==> src/rtl/pc_fetch_unit_pkg.sv <==
// -----------------------------------------------------------------------------
// pc_fetch_unit_pkg
// Shared definitions for the RV32 PC / instruction fetch unit:
//   - fetch_state_e : fetch FSM encoding (BOOT, FETCH, WAIT, ISSUE, HALT)
//   - XLEN          : architectural width (only 32 is supported)
//   - RESET_PC_DEFAULT, NOP_INST : reset values
//   - is_misaligned, count_inc   : small helpers used by the fetch FSM
// -----------------------------------------------------------------------------
package pc_fetch_unit_pkg;

  localparam int unsigned XLEN = 32'd32;

  localparam logic [31:0] RESET_PC_DEFAULT = 32'h8000_0000;

  // addi x0, x0, 0 -- what io_instruction shows before the first fetch lands
  localparam logic [31:0] NOP_INST = 32'h0000_0013;

  typedef enum logic [2:0] {
    ST_BOOT  = 3'd0,
    ST_FETCH = 3'd1,
    ST_WAIT  = 3'd2,
    ST_ISSUE = 3'd3,
    ST_HALT  = 3'd4
  } fetch_state_e;

  // Without compressed instructions every target must be word aligned
  function automatic logic is_misaligned(input logic [31:0] addr);
    return (addr[1:0] != 2'b00);
  endfunction

  // Modulo-2^32 counter step; wraps 0xFFFF_FFFF -> 0 by construction
  function automatic logic [31:0] count_inc(input logic [31:0] value);
    return value + 32'd1;
  endfunction

endpackage

==> src/rtl/pc_fetch_unit.sv <==
// -----------------------------------------------------------------------------
// pc_fetch_unit
// Owns the architectural PC of the single-issue RV32 core. Fetches one
// instruction at a time over a valid/ready instruction-memory port, presents
// {io_pc_count, io_instruction} downstream and, on retire, takes pc_next and
// is_unknown_instruction back from the next-PC calculator. Halts permanently
// (until reset) on an unknown instruction, a misaligned target or a bus error.
//
// Ports
//   clock, reset            : rising-edge clock, asynchronous active-low reset
//   imem_req_valid/ready    : fetch request handshake
//   imem_req_addr           : fetch address (always the current PC)
//   imem_resp_valid/data/err: fetch response, only honoured while waiting
//   inst_valid/inst_ready   : downstream issue / retire handshake
//   io_pc_count             : current PC
//   io_instruction          : latched instruction word
//   pc_next                 : next PC, taken verbatim on retire
//   is_unknown_instruction  : decode verdict, sampled on retire
//   halted, fault, fault_pc : sticky stop status and offending address
//   retire_count            : retired instruction count (wraps)
//
// RETIRE_COUNT_INIT is the reset value of retire_count. The core uses 0;
// a non-zero value only exists so the wrap of the counter can be exercised
// without billions of retires.
// -----------------------------------------------------------------------------
module pc_fetch_unit #(
  parameter int unsigned     XLEN              = 32'd32,
  parameter logic [XLEN-1:0] RESET_PC          = pc_fetch_unit_pkg::RESET_PC_DEFAULT,
  parameter logic [XLEN-1:0] RETIRE_COUNT_INIT = {XLEN{1'b0}}
) (
  input  logic            clock,
  input  logic            reset,
  output logic            imem_req_valid,
  input  logic            imem_req_ready,
  output logic [XLEN-1:0] imem_req_addr,
  input  logic            imem_resp_valid,
  input  logic [XLEN-1:0] imem_resp_data,
  input  logic            imem_resp_err,
  output logic            inst_valid,
  input  logic            inst_ready,
  output logic [XLEN-1:0] io_pc_count,
  output logic [XLEN-1:0] io_instruction,
  input  logic [XLEN-1:0] pc_next,
  input  logic            is_unknown_instruction,
  output logic            halted,
  output logic            fault,
  output logic [XLEN-1:0] fault_pc,
  output logic [XLEN-1:0] retire_count
);

  import pc_fetch_unit_pkg::*;

  fetch_state_e    state_r;
  fetch_state_e    state_s;
  logic [XLEN-1:0] pc_r;
  logic [XLEN-1:0] pc_s;
  logic [XLEN-1:0] instr_r;
  logic [XLEN-1:0] instr_s;
  logic [XLEN-1:0] retire_r;
  logic [XLEN-1:0] retire_s;
  logic [XLEN-1:0] fault_pc_r;
  logic [XLEN-1:0] fault_pc_s;
  logic            fault_r;
  logic            fault_s;
  logic            halted_r;
  logic            req_valid_r;
  logic            inst_valid_r;

  // Next-state and next-datapath decode for the fetch FSM
  always_comb begin
    state_s    = state_r;
    pc_s       = pc_r;
    instr_s    = instr_r;
    retire_s   = retire_r;
    fault_s    = fault_r;
    fault_pc_s = fault_pc_r;

    case (state_r)
      ST_BOOT: begin
        // One idle cycle after reset release before the first request
        state_s = ST_FETCH;
      end

      ST_FETCH: begin
        // Request stays up with a stable address until it is accepted
        if (imem_req_ready) begin
          state_s = ST_WAIT;
        end else begin
          state_s = ST_FETCH;
        end
      end

      ST_WAIT: begin
        if (imem_resp_valid) begin
          if (imem_resp_err) begin
            // Bus error: keep the previous instruction, record the PC
            state_s    = ST_HALT;
            fault_s    = 1'b1;
            fault_pc_s = pc_r;
          end else begin
            state_s = ST_ISSUE;
            instr_s = imem_resp_data;
          end
        end else begin
          state_s = ST_WAIT;
        end
      end

      ST_ISSUE: begin
        if (inst_ready) begin
          if (is_unknown_instruction) begin
            // Not retired: pc and retire_count keep their values
            state_s = ST_HALT;
          end else if (is_misaligned(pc_next)) begin
            // The instruction itself retired; only its target is illegal
            state_s    = ST_HALT;
            fault_s    = 1'b1;
            fault_pc_s = pc_next;
            retire_s   = count_inc(retire_r);
          end else begin
            state_s  = ST_FETCH;
            pc_s     = pc_next;
            retire_s = count_inc(retire_r);
          end
        end else begin
          state_s = ST_ISSUE;
        end
      end

      ST_HALT: begin
        state_s = ST_HALT;
      end

      default: begin
        // Corrupted state encoding: stop the core and flag it as a fault
        state_s    = ST_HALT;
        fault_s    = 1'b1;
        fault_pc_s = pc_r;
      end
    endcase
  end

  // State, datapath and registered handshake/status outputs
  always_ff @(posedge clock or negedge reset) begin
    if (!reset) begin
      state_r      <= ST_BOOT;
      pc_r         <= RESET_PC;
      instr_r      <= NOP_INST;
      retire_r     <= RETIRE_COUNT_INIT;
      fault_pc_r   <= {XLEN{1'b0}};
      fault_r      <= 1'b0;
      halted_r     <= 1'b0;
      req_valid_r  <= 1'b0;
      inst_valid_r <= 1'b0;
    end else begin
      state_r      <= state_s;
      pc_r         <= pc_s;
      instr_r      <= instr_s;
      retire_r     <= retire_s;
      fault_pc_r   <= fault_pc_s;
      fault_r      <= fault_s;
      // Decoding from the next state makes these flops track state_r exactly
      halted_r     <= (state_s == ST_HALT);
      req_valid_r  <= (state_s == ST_FETCH);
      inst_valid_r <= (state_s == ST_ISSUE);
    end
  end

  assign imem_req_valid = req_valid_r;
  assign imem_req_addr  = pc_r;
  assign inst_valid     = inst_valid_r;
  assign io_pc_count    = pc_r;
  assign io_instruction = instr_r;
  assign halted         = halted_r;
  assign fault          = fault_r;
  assign fault_pc       = fault_pc_r;
  assign retire_count   = retire_r;

endmodule

==> config.mk <==
export PLATFORM = sky130hd
export DESIGN_NAME = pc_fetch_unit
export DESIGN_NICKNAME = d
export VERILOG_FILES = /design/src/rtl/pc_fetch_unit_pkg.sv /design/src/rtl/pc_fetch_unit.sv
export SDC_FILE = /design/constraint.sdc
export NUM_CORES = 1
export LEC_CHECK = 0
export BUFFER_PORTS_ARGS = -buffer_cell sky130_fd_sc_hd__buf_2
export CAP_MARGIN = 20
export CORE_AREA = 2 2 127 129
export CTS_BUF_LIST = sky130_fd_sc_hd__clkbuf_8
export DETAILED_ROUTE_END_ITERATION = 8
export DIE_AREA = 0 0 129 131
export GPL_TIMING_DRIVEN = 0
export PLACE_DENSITY_LB_ADDON = 0.08
export SETUP_SLACK_MARGIN = 0.4
export SLEW_MARGIN = 15
export SYNTH_ARGS = -nofsm -noshare
export SYNTH_HDL_FRONTEND = slang
export SYNTH_SLANG_ARGS = --single-unit
==> constraint.sdc <==
create_clock -name clock -period 2.6 [get_ports clock]
set_clock_uncertainty 0.2 [all_clocks]
set_input_delay 0.39 -clock clock [delete_from_list [all_inputs] [get_ports clock]]
set_output_delay 0.39 -clock clock [all_outputs]
set_load 0.05 [all_outputs]
==> results.yml <==
synthesis:
  synthXorXnorAreaFrac_pct: 4.48
  syn_area_um2: 6060
  synthTopCellsByArea: "dfrtp_1, mux2_2, buf_4"
  synth_top_cells_by_count: "dfrtp_1, mux2_2, buf_4"
  avgSynthCellArea_um2: 13.7
  synth_edf_count: 0
  synth_fp_nets: 513
  synth_top_cell_area_share_pct: 54.1
  ys_warn_count: 0
  async_reset_ff_share_pct: 100
  synth_seq_area_share_pct: 55.9
  ys_ff_latch: 135
  synth_largest_area_cell: "dfrtp_1"
  synthAdderAreaFrac_pct: 0.207
  synth_compound_area_share_pct: 1.16
  ys.flop_type: "dfrtp_1"
  synthSimpleGateAreaFrac_pct: 8.64
  syn_inst: 441
  synth_top_family_by_area: "multiplexers"
  synth_most_common_cell: "dfrtp_1"
  synthMuxAreaShare_pct: 23.6
  ys_types: 40
detailed_routing:
  drt_iter0_drc: 214
  antenna_left: 0
  wirelength_mm: 15.3
  viasPerCell: 4.62
  num_vias: 4614
  drt_first_pass_iters: 6
  route.detailed.drc: 0
  wl_per_cell_um: 15.4
sta:
  holdWs_ns: 0.0733
  relSlewSlack_pct: 54.6
  setup_viol: 0
  slew_viol_final: 0
  fin_crit_ns: 2.11
  rsz0062_at_grt: "no"
  worstMarginPinSlew_ns: 0.675
  fin_crit_sh_pct: 81.0
  hold_violations: 0
  fmax_mhz: 475
clock_tree:
  clk_latency_ns: 0.43
  cts.sinks: 135
  cts_buffers: 17
  cts_max_level: 4
  clockRootBuffer: "clkbuf_8"
  cts_tree: "built"
  cts_buffer_depth: 2
  clkTransAtPathRegs_ns: 0.08
floorplan:
  rows: 46
  die-area_um2: 16900
  core_um2: 15600
  die_w_um: 129
  die_h_um: 131
  start_util_pct: 38.8
  num_io_pins: 235
setup_path:
  worstSetupStartpointType: "flip-flop"
  crit_fanout: 11
  crit_path_end_kind: "flip-flop"
  rr_worst_depth: 6
  cp_data_arrival_time_ns: 2.27
  path_class: "flip-flop to flip-flop"
  worstPathRequired_ns: 2.76
placed_design:
  gp_congestion: 0.756
  placed_area_um2: 7550
  dp_hpwl_mm: 10.5
  place.port_buffers: 234
  numPlacedInstances: 892
min_path:
  min_delay_path_depth: 3
  hp-class: "primary input to flip-flop"
cells_and_area:
  stdcell_area_um2: 8820
  fillCellCount: 1322
  fin_nets: 841
  fin_util_pct: 56.5
  area_growth_pct: 45.6
  antennaDiodeCount: 0
  multi_input_area_um2: 2370
  drive_above_1_share_pct: 63.0
  instances_no_fill: 998
  seq_area_um2: 3400
grt:
  track_usage_pct: 18.4
  antenna_found_initial: 0
  grt_pass1_vias: 4701
  grt_pass1_wl_mm: 24.1
  grt_overflow: 0
  grt_max_degree: 76
power_and_ir_drop:
  clkPwrFrac_pct: 23.9
  internal_power_mw: 4.70
  power_density_nw_per_um2: 928
  p_switching_mw: 3.49
  power_frac_comb_pct: 41.8
  p_sw_share_pct: 42.6
  ir_worst_vdd_mv: 0.753
  pwr-share-seq_pct: 34.3
  finalPower_mw: 8.19
  p_leak_nw: 4.88
run_status:
  status: "finished, final reports clean"
job:
  maxCapViolCount: 0
==> critical path, cell delays in order, from the launching register on <==
cell and delay [ns]:
dfrtp_1 0.36, buf_4 0.17, nand3b_4 0.21, or4_4 0.56, buf_6 0.16, nor4_4 0.21, xor2_1 0.16
==> power groups by stage <==
stage | clock [mW] | combinational, mW | sequential, mW
after floorplan | 0 | 0.920 | 4.39
after global placement | 0 | 3.28 | 2.82
after detailed placement | 0 | 3.31 | 2.84
after CTS | 2.02 | 3.43 | 2.81
after global routing | 2.11 | 3.59 | 2.87
final | 1.95 | 3.43 | 2.81
==> kinds of logic (layout without fill, tap and decap cells) <==
logic type | Yosys count | count (layout)
adder cells (fa/ha/maj) | 1 | 1
multiplexers | 127 | 127
AO/OA/AOI/OAI | 11 | 11
XOR/XNOR | 31 | 31
AND/OR/NAND/NOR | 79 | 80
flip-flops | 135 | 135
buffers and inverters | 57 | 397
==> metrics by stage <==
step	setup slack, ns	TNS [ns]
global placement	-1.23	-133.73
finish	0.494	0
detailed placement	0.130	0
CTS	0.285	0
floorplan	0.405	0
global route	0.401	0
==> state kept, by name, indices dropped and copies added, names as in the netlist <==
signal / count
fault_pc: 32
imem_req_addr: 32
io_instruction: 32
retire_count: 32
state_r: 3
fault: 1
halted: 1
imem_req_valid: 1
inst_valid: 1
==> metal layers <==
metal | track usage [%] | up-vias | share of wire, % | wire, um
met3 | 5.66 | 14 | 6.5 | 999
met4 | 6.33 | 0 | 1.3 | 193
met2 | 31.4 | 142 | 51 | 7810
met5 | 0 | - | 0 | 0
met1 | 22.3 | 2278 | 41 | 6330
li1 | - | 2180 | - | -
==> final cells by class <==
type                    count  area share (%)
flip-flops and latches    135            38.6
multi-input cells         250            26.9
repair buffers            308            21.7
plain buffers              52            4.47
clock buffers              20            3.12
well taps                 216            3.06
clock inverters            12            1.96
inverters                   5           0.213
==> layout by cell type, fill, tap and decap left out, types with 3 or more instances in the layout <==
master and instances:
inv_1 4, nand2_1 14, clkbuf_8 20, nor4_1 7, nand3_1 11, o21ai_0 3
clkinv_2 4, buf_2 240, nor4_4 6, mux2_2 127, buf_4 43, dfstp_2 4
nand4_1 8, dfrtp_2 16, dlygate4sd3_1 63, xnor2_1 11, bufinv_16 4, xor2_1 20
nor2_1 6, nor3_1 6, buf_6 5, clkbuf_4 4, a21oi_1 3, dfrtp_1 115
and3_1 4
==> worst paths after layout <==
check | startpoint | to | slack (ns)
setup / recovery | state_r[2] | retire_count[31] | 0.49
setup reg to reg | state_r[2] | retire_count[31] | 0.49
hold reg to reg | retire_count[31] | retire_count[31] | 0.26
max in group asynchronous | reset | imem_req_addr[31] | 1.17
hold / removal | imem_req_ready | state_r[1] | 0.07
min in group asynchronous | reset | retire_count[13] | 0.27
==> repair_timing <==
action	4_1_cts	5_1_grt
pin swaps	0	3
hold buffers	63	0
setup buffers	1	9
endpoints found under the hold margin	119	0
resized for setup	14	22
cloned	1	0
setup endpoints to repair	94	106
No activity file was read; power rests on OpenSTA's default activity.
